===== src/rtl/cva6_tlb_seq_ctrl.sv =====
// Sequencing controller for the CVA6 TLB: serialises SFENCE flushes and PTW
// refills onto the TLB ports and owns victim selection (tree PLRU, invalid first).
module cva6_tlb_seq_ctrl #(
  parameter int TLB_ENTRIES = 4,
  parameter int ASID_WIDTH  = 1
) (
  input  logic                    clk_i,
  input  logic                    rst_ni,
  input  logic                    flush_req_i,
  input  logic [ASID_WIDTH-1:0]   flush_asid_i,
  input  logic [31:0]             flush_vaddr_i,
  output logic                    flush_ack_o,
  input  logic                    upd_req_i,
  input  logic [61:0]             upd_data_i,
  output logic                    upd_ack_o,
  input  logic                    lu_hit_i,
  input  logic [TLB_ENTRIES-1:0]  lu_hit_idx_i,
  output logic                    tlb_flush_o,
  output logic [ASID_WIDTH-1:0]   tlb_asid_o,
  output logic [31:0]             tlb_vaddr_o,
  output logic [62:0]             tlb_update_o,
  output logic [TLB_ENTRIES-1:0]  replace_en_o,
  output logic                    busy_o
);

  localparam int IDX_W = (TLB_ENTRIES > 1) ? $clog2(TLB_ENTRIES) : 1;
  localparam logic [TLB_ENTRIES-1:0] ENTRY0 = {{(TLB_ENTRIES-1){1'b0}}, 1'b1};

  typedef enum logic [1:0] {IDLE, FLUSH, DRAIN, UPDATE} state_t;

  state_t                 state_q;
  logic [TLB_ENTRIES-1:0] valid_q;
  logic [TLB_ENTRIES-2:0] plru_q;
  logic                   last_flush_q;
  logic [IDX_W-1:0]       victim_q;

  logic                   hit_ok;
  logic [IDX_W-1:0]       hit_idx;
  logic [TLB_ENTRIES-2:0] plru_hit;
  logic                   have_invalid;
  logic [IDX_W-1:0]       invalid_idx;
  logic [IDX_W-1:0]       victim_idx;
  logic                   grant_flush;
  logic                   grant_upd;

  // Point every node on the path to idx away from it.
  function automatic logic [TLB_ENTRIES-2:0] plru_touch(input logic [TLB_ENTRIES-2:0] tree,
                                                        input logic [IDX_W-1:0] idx);
    logic [TLB_ENTRIES-1:0] t;
    int node;
    t = {1'b0, tree};
    node = 0;
    for (int l = 0; l < IDX_W; l++) begin
      t[IDX_W'(node)] = ~idx[IDX_W-1-l];
      node = 2 * node + 1 + int'(idx[IDX_W-1-l]);
    end
    return t[TLB_ENTRIES-2:0];
  endfunction

  function automatic logic [IDX_W-1:0] plru_walk(input logic [TLB_ENTRIES-2:0] tree);
    logic [TLB_ENTRIES-1:0] t;
    logic [IDX_W-1:0] idx;
    logic b;
    int node;
    t = {1'b0, tree};
    idx = '0;
    node = 0;
    for (int l = 0; l < IDX_W; l++) begin
      b = t[IDX_W'(node)];
      idx[IDX_W-1-l] = b;
      node = 2 * node + 1 + int'(b);
    end
    return idx;
  endfunction

  always_comb begin
    hit_ok = lu_hit_i && (lu_hit_idx_i != '0) &&
             ((lu_hit_idx_i & (lu_hit_idx_i - ENTRY0)) == '0);
    hit_idx = '0;
    for (int i = 0; i < TLB_ENTRIES; i++) begin
      if (lu_hit_idx_i[i]) hit_idx = IDX_W'(i);
    end
    plru_hit = hit_ok ? plru_touch(plru_q, hit_idx) : plru_q;

    // Scan downwards so the lowest invalid index is the one that sticks.
    have_invalid = 1'b0;
    invalid_idx  = '0;
    for (int i = TLB_ENTRIES - 1; i >= 0; i--) begin
      if (!valid_q[i]) begin
        have_invalid = 1'b1;
        invalid_idx  = IDX_W'(i);
      end
    end
    victim_idx = have_invalid ? invalid_idx : plru_walk(plru_hit);

    grant_flush = flush_req_i && !(last_flush_q && upd_req_i);
    grant_upd   = upd_req_i && !grant_flush;
  end

  // Victim touch in UPDATE overrides any lookup-hit touch of the same cycle.
  always_ff @(posedge clk_i) begin
    if (!rst_ni) begin
      state_q      <= IDLE;
      valid_q      <= '0;
      plru_q       <= '0;
      last_flush_q <= 1'b0;
      victim_q     <= '0;
      tlb_flush_o  <= 1'b0;
      flush_ack_o  <= 1'b0;
      upd_ack_o    <= 1'b0;
      tlb_update_o <= '0;
      replace_en_o <= '0;
      busy_o       <= 1'b0;
      tlb_asid_o   <= '0;
      tlb_vaddr_o  <= '0;
    end else begin
      plru_q <= plru_hit;
      case (state_q)
        IDLE: begin
          if (grant_flush) begin
            state_q     <= FLUSH;
            tlb_asid_o  <= flush_asid_i;
            tlb_vaddr_o <= flush_vaddr_i;
            tlb_flush_o <= 1'b1;
            busy_o      <= 1'b1;
          end else if (grant_upd) begin
            state_q      <= UPDATE;
            victim_q     <= victim_idx;
            tlb_update_o <= {1'b1, upd_data_i};
            replace_en_o <= ENTRY0 << victim_idx;
            upd_ack_o    <= 1'b1;
            busy_o       <= 1'b1;
          end
        end
        FLUSH: begin
          state_q     <= DRAIN;
          valid_q     <= '0;
          tlb_flush_o <= 1'b0;
          flush_ack_o <= 1'b1;
        end
        DRAIN: begin
          state_q      <= IDLE;
          flush_ack_o  <= 1'b0;
          last_flush_q <= 1'b1;
          busy_o       <= 1'b0;
        end
        UPDATE: begin
          state_q           <= IDLE;
          plru_q            <= plru_touch(plru_q, victim_q);
          valid_q[victim_q] <= 1'b1;
          tlb_update_o      <= '0;
          replace_en_o      <= '0;
          upd_ack_o         <= 1'b0;
          last_flush_q      <= 1'b0;
          busy_o            <= 1'b0;
        end
        default: state_q <= IDLE;
      endcase
    end
  end

endmodule


===== config.mk =====
export PLATFORM = sky130hd
export DESIGN_NAME = cva6_tlb_seq_ctrl
export DESIGN_NICKNAME = d
export VERILOG_FILES = /design/src/rtl/cva6_tlb_seq_ctrl.sv
export SDC_FILE = /design/constraint.sdc
export NUM_CORES = 1
export LEC_CHECK = 0
export BUFFER_PORTS_ARGS = -buffer_cell sky130_fd_sc_hd__buf_2
export CAP_MARGIN = 20
export CORE_ASPECT_RATIO = 1.2
export CORE_UTILIZATION = 43
export CTS_BUF_LIST = sky130_fd_sc_hd__clkbuf_4
export DETAILED_ROUTE_END_ITERATION = 8
export MAX_ROUTING_LAYER = met4
export PLACE_DENSITY = 0.76
export SLEW_MARGIN = 5
export SYNTH_ARGS = -nofsm -noshare
export SYNTH_HDL_FRONTEND = slang
export SYNTH_SLANG_ARGS = --single-unit

===== constraint.sdc =====
create_clock -name clk_i -period 1.6 [get_ports clk_i]
set_clock_uncertainty 0.05 [all_clocks]
set_input_delay 0.16 -clock clk_i [delete_from_list [all_inputs] [get_ports clk_i]]
set_output_delay 0.16 -clock clk_i [all_outputs]
set_load 0.05 [all_outputs]

==> results.toml, run 1 <==
[worst_setup_path]
cp_top_family = "buffers and inverters"
crit_slowest_cell = "dfxtp_2"
startpoint = "state_q[0]$_SDFFE_PN0P_"
path_cells = "inv_2 -> ha_2 -> buf_4 -> inv_4 -> a21oi_4 -> buf_12 -> clkbuf_16 -> a22oi_1 -> nor2_1"
required_ps = 1950
end_kind = "flop"
regToRegEndpoint = "tlb_update_o[30]$_SDFFE_PN0P_"
cp_num_cells = 9
cp_max_fo = 23
critPathBufInv = 5
rr_startpoint = "state_q[0]$_SDFFE_PN0P_"
crit_type = "reg2reg"
cp.arrival_ps = 1970
ff2ff_path_depth = 9
max_stage_delay_ps = 370
start_kind = "flop"
reg2reg_slack_ps = -20

[die]
fp.dieW_um = 92.1
die_area_mm2 = 0.0101
chipHeight_um = 110
initial_core_util_pct = 44.0
rows = 39
fp.coreArea_mm2 = 0.00952
io_pins = 208

[sta]
period_needed_ps = 1620
rsz0062_at_grt = "true"
setup_ws_ps = -24.3
tightest_slew_ps = 484
slew_headroom_pct = 67.7
setup_viol = 6
max_freq_mhz = 616
hold_violations = 0
drv_slew = 0
worst_hold_slack_ps = 95.3
period_share_pct = 102

[grt]
grt_usage_pct = 27.3
overflow = 0
grt_max_degree = 52
grt_antenna_before_repair = 0
grt_pass1_wl_mm = 20.9
grt_pass1_vias = 4605

[layout]
multi_input_area_mm2 = 0.00190
area_growth_pct = 69.3
drive_above_1_share_pct = 41.1
nFillCells = 616
finalNonFillerCells = 918
nNetsFinal = 894
sequential_cell_area_mm2 = 0.00231
n_antenna_cell = 0

[power]
p_leak_nw = 3.23
vdd_drop_max_v = 0.000749
p_per_area_mw_per_mm2 = 1200

[placed_design]
dp_hpwl_mm = 7.64
gp_congestion = 0.806
io_buffers = 207
dp_cells = 777

[run_status]
outcome = "finished, violations left"
violations = "negative setup slack"

[routing]
antenna_left = 0
viasPerCell = 5.36
drt-initial-drc-count = 267
drt-total-wl_mm = 15.9
wl_per_cell_um = 17.3
remaining_drc_errors = 0
first_pass_iters = 5
vias = 4925

[cts]
cts_buffers = 17
root_buffer = "clkbuf_4"
ctsHtreeMaxLevel = 4
clk_latency_ps = 500
cts_sinks = 115
cts_buffer_depth = 2
cts_tree = "yes"
clk_pin_slew_ps = 90

[worst_hold_path]
holdCritPathClass = "in2reg"
min_to = "plru_q[1]$_SDFFE_PN0P_"
min_from = "lu_hit_idx_i[1]"
holdPathStages = 4

[logic_synthesis]
synth_area_mm2 = 0.00419
ys_async_sr_fraction_pct = 0
syn_nets = 574
ys_ff_latch = 115
syn_avg_cell_area_um2 = 9.01
ys_types = 37
syn_inst = 465
synth_ff_type = "dfxtp_1"
yosysSeqAreaShare_pct = 54.9
synth_edf_count = 0
ys_warn_count = 0

[job]
cap_violations = 0
-- worst max path at each step --
stage                                    endpoint  slack, ps
finish              tlb_update_o[30]$_SDFFE_PN0P_        -20
global route        tlb_update_o[46]$_SDFFE_PN0P_       -110
CTS                 tlb_update_o[17]$_SDFFE_PN0P_          7
detailed placement  tlb_update_o[29]$_SDFFE_PN0P_        -70
global placement    tlb_update_o[17]$_SDFFE_PN0P_         50
floorplan            tlb_update_o[0]$_SDFFE_PN0P_          3
-- power by group --
group	switching (W)	internal (W)	total [W]	leakage, nW
combinational	0.00209	0.00120	0.00329	2.16
sequential	0.000203	0.00317	0.00337	0.939
clock	0.00105	0.000793	0.00184	0.130
total	0.00334	0.00517	0.00851	3.23
-- cells by family after synthesis --
group	share of synthesized area (%)
xor+xnor	0.209
flops	54.9
mux	0.507
fa+ha+maj	1.49
buf+inv	5.31
compound gates	21.7
simple gates	15.9
-- tightest hold or removal path, delay by kind of cell --
family,cells,cell delay [ps]
buf+inv,1,140
compound gates,2,240
simple gates,1,50
-- final cells by class --
| class | count | area share, % |
|---|---|---|
| clock buffer | 21 | 2.22 |
| clock inverter | 8 | 0.917 |
| inverter | 12 | 0.670 |
| multi-input combinational | 303 | 26.8 |
| sequential | 115 | 32.5 |
| tap | 123 | 2.17 |
| timing repair buffer | 336 | 34.8 |
-- flip-flops by register name, indices dropped and copies added, names as in the netlist, 2 cells and up --
signal        cells
plru_q            3
replace_en_o      4
victim_q          2
tlb_vaddr_o      32
valid_q           4
tlb_update_o     62
state_q           2
-- placed cells by master (no fill, tap or decap), drive strengths merged, types with 2 or more instances in the layout --
cell,count
nand2,73
a22oi,63
dfxtp,115
a21oi,43
o21ai,5
dlygate4sd3,99
nor3,3
nor2,77
clkbuf,27
a32oi,3
nand3,2
o41ai,3
and2,7
buf,231
clkinv,6
a211oi,3
a32o,2
inv,12
ha,5
-- Yosys cell counts (3+ instances only) --
| cell type | instances | area [µm²] |
|---|---|---|
| a211oi_1 | 3 | 22.5 |
| a21oi_1 | 42 | 210 |
| a22oi_1 | 63 | 473 |
| a32oi_1 | 3 | 26.3 |
| and2_1 | 4 | 25.0 |
| buf_2 | 13 | 65.1 |
| buf_4 | 5 | 37.5 |
| clkbuf_1 | 17 | 63.8 |
| dfxtp_1 | 115 | 2300 |
| ha_1 | 5 | 62.6 |
| inv_1 | 11 | 41.3 |
| nand2_1 | 73 | 274 |
| nor2_1 | 77 | 289 |
| nor3_1 | 3 | 15.0 |
| o21ai_0 | 5 | 25.0 |
-- metrics by stage --
| step | utilization, % | setup TNS (ps) | total power, W | worst slack [ps] | cell area (µm²) |
|---|---|---|---|---|---|
| 2_1_floorplan | - | 0 | 0.00527 | 3.15 | 4220 |
| 3_3_place_gp | 57.0 | 0 | 0.00589 | 51.1 | 5420 |
| 3_5_place_dp | 57.0 | -330 | 0.00597 | -68.8 | 5420 |
| 4_1_cts | 70.2 | 0 | 0.00800 | 6.89 | 6680 |
| 5_1_grt | 74.6 | -1190 | 0.00888 | -109 | 7100 |
| 6_report | 74.6 | -102 | 0.00851 | -24.3 | 7100 |
-- layer usage --
metal  routed length [µm]  vias up  GRT usage [%]
li1                     -     2245              -
met1                 5840     2299           28.8
met2                 8120      320           46.2
met3                 1410       61           8.02
met4                  565        0           15.2
met5                    0        -              -
-- repair_timing --
| item | 4_1_cts | 5_1_grt |
|---|---|---|
| endpoints found under the hold margin | 104 | 0 |
| resized for setup | 4 | 50 |
| hold buffers | 99 | 0 |
| pin swaps | 0 | 9 |
| setup buffers | 1 | 3 |
| endpoints found under the setup margin | 50 | 69 |
| cloned | 1 | 8 |
(Power assumes the default switching activity.)
==> run 2, diff against run 1 <==
- CELL_PAD_IN_SITES_DETAIL_PLACEMENT: unset -> 0
- CELL_PAD_IN_SITES_GLOBAL_PLACEMENT: unset -> 1
- CORE_ASPECT_RATIO: 1.2 -> unset
- CORE_UTILIZATION: 43 -> 30
- PLACE_DENSITY: 0.76 -> 0.74
==> results.toml, run 2 (synthesized netlist as in run 1, its figures left out) <==
[worst_hold_path]
min_to = "plru_q[1]$_SDFFE_PN0P_"
holdPathStages = 5
min_from = "lu_hit_idx_i[2]"
holdCritPathClass = "in2reg"

[layout]
nNetsFinal = 892
layout_common_cells = "buf_2 (207), dfxtp_1 (113), dlygate4sd3_1 (100), nor2_1 (77), nand2_1 (73)"
largest_reg_flops = 62
top_register = "tlb_update_o"
top_regs = "tlb_update_o x62, tlb_vaddr_o x32"
final_util_pct = 52.4
drive_above_1_share_pct = 37.8
finish.instance_area_mm2 = 0.00705
sequential_cell_area_mm2 = 0.00230
n_antenna_cell = 0
final_common_cell = "buf_2"
nFillCells = 1236
multi_input_area_mm2 = 0.00179
area_growth_pct = 68.3
finalNonFillerCells = 972

[sta]
slew_headroom_pct = 76.1
drv_slew = 0
setup_ws_ps = -20.3
max_freq_mhz = 617
rsz0062_at_grt = "true"
tightest_slew_ps = 358
period_share_pct = 101
totalNegativeSetupSlack_ps = -107
setup_viol = 11
hold_violations = 0
period_needed_ps = 1620
worst_hold_slack_ps = 155

[worst_setup_path]
path_cells = "inv_2 -> ha_4 -> o211a_4 -> buf_6 -> a21oi_4 -> buf_12 -> buf_8 -> a22oi_1 -> nor2_1"
max_stage_delay_ps = 370
regToRegEndpoint = "tlb_update_o[18]$_SDFFE_PN0P_"
cp.arrival_ps = 2030
crit_slowest_cell = "dfxtp_2"
start_kind = "flop"
cp_num_cells = 9
crit_type = "reg2reg"
cp_max_fo = 12
reg2reg_slack_ps = -20
critPathBufInv = 4
cp_top_family = "buffers and inverters"
rr_startpoint = "state_q[1]$_SDFFE_PN0P_"
required_ps = 2010
ff2ff_path_depth = 9
end_kind = "flop"

[routing]
drt-total-wl_mm = 13.6
remaining_drc_errors = 0
vias = 4595
viasPerCell = 4.73
first_pass_iters = 7
wl_per_cell_um = 14.0
drt-initial-drc-count = 218
antenna_left = 0

[placed_design]
gp_congestion = 0.775
io_buffers = 207
dp_hpwl_mm = 8.15
dp_cells = 832
place_area_mm2 = 0.00551

[run_status]
outcome = "finished, violations left"
violations = "negative setup slack"

[cts]
cts_buffers = 17
cts_sinks = 115
clk_pin_slew_ps = 120
ctsHtreeMaxLevel = 4
clk_latency_ps = 510
cts_buffer_depth = 2
cts_tree = "yes"
root_buffer = "clkbuf_4"

[power]
p_leak_nw = 3.20
p_per_area_mw_per_mm2 = 1220
vdd_drop_max_v = 0.000793

[grt]
overflow = 0
grt_pass1_wl_mm = 20.6
grt_pass1_vias = 4400
grt_antenna_before_repair = 0
grt_usage_pct = 18.4
grt_max_degree = 64

[die]
fp.coreArea_mm2 = 0.0135
die_area_mm2 = 0.0144
fp.dieW_um = 120
initial_core_util_pct = 31.2
chipHeight_um = 120
io_pins = 208
rows = 42

[job]
cap_violations = 0
-- run 2: changes by cell type in the layout (fill, tap and decap cells not counted), sizes merged --
cell         previous run  this run
and2                    7         6
buf                   231       232
bufinv                  1         2
clkbuf                 27        20
clkinv                  6         5
clkinvlp                1         6
dlygate4sd3            99       100
inv                    12        14
-- run 2: layout make-up --
type                    count  share of cell area (%)
multi-input cells         302                    25.4
flip-flops and latches    115                    32.7
inverters                  12                   0.656
well taps                 176                    3.12
repair buffers            335                    34.1
clock buffers              17                    1.81
clock inverters            15                    2.25
-- run 2: how the worst max path moves through the flow --
stage,slack [ps],endpoint,startpoint
floorplan,3,tlb_update_o[0]$_SDFFE_PN0P_,state_q[1]$_SDFFE_PN0P_
global placement,50,tlb_update_o[10]$_SDFFE_PN0P_,state_q[1]$_SDFFE_PN0P_
detailed placement,-30,tlb_update_o[42]$_SDFFE_PN0P_,state_q[1]$_SDFFE_PN0P_
CTS,-30,tlb_update_o[7]$_SDFFE_PN0P_,state_q[1]$_SDFFE_PN0P_
global route,-80,tlb_update_o[42]$_SDFFE_PN0P_,state_q[1]$_SDFFE_PN0P_
finish,-20,tlb_update_o[18]$_SDFFE_PN0P_,state_q[1]$_SDFFE_PN0P_
-- run 2: report_power, final --
part	switching [W]	internal, W
combinational	0.00197	0.00114
sequential	0.000180	0.00317
clock	0.00119	0.000935
total	0.00334	0.00524
-- run 2: through the flow --
step / total power, W / setup slack, ps
floorplan: 0.00527 / 3.15
global placement: 0.00596 / 53.9
detailed placement: 0.00601 / -26.3
CTS: 0.00837 / -30.3
global route: 0.00905 / -79.9
finish: 0.00859 / -20.3
-- run 2: tightest hold or removal path, cell delays in order --
cell      delay [ps]
buf_2            110
nor3b_2           50
nor2b_1          120
o21ai_0          150
a221oi_1          70
-- run 2: routing by layer --
| metal | track usage [%] | up-vias | share of wire, % |
|---|---|---|---|
| li1 | - | 2249 | - |
| met2 | 30.4 | 211 | 49 |
| met4 | 6.33 | 0 | 1.2 |
| met5 | - | - | 0 |
| met1 | 21.3 | 2119 | 42 |
| met3 | 5.57 | 16 | 7.2 |
-- run 2: repair_timing --
action	in CTS	in global routing
setup endpoints to repair	42	68
buffers inserted	0	2
hold buffers	100	0
hold endpoints to repair	104	0
pin swaps	0	13
resized for setup	2	25
cloned	0	6
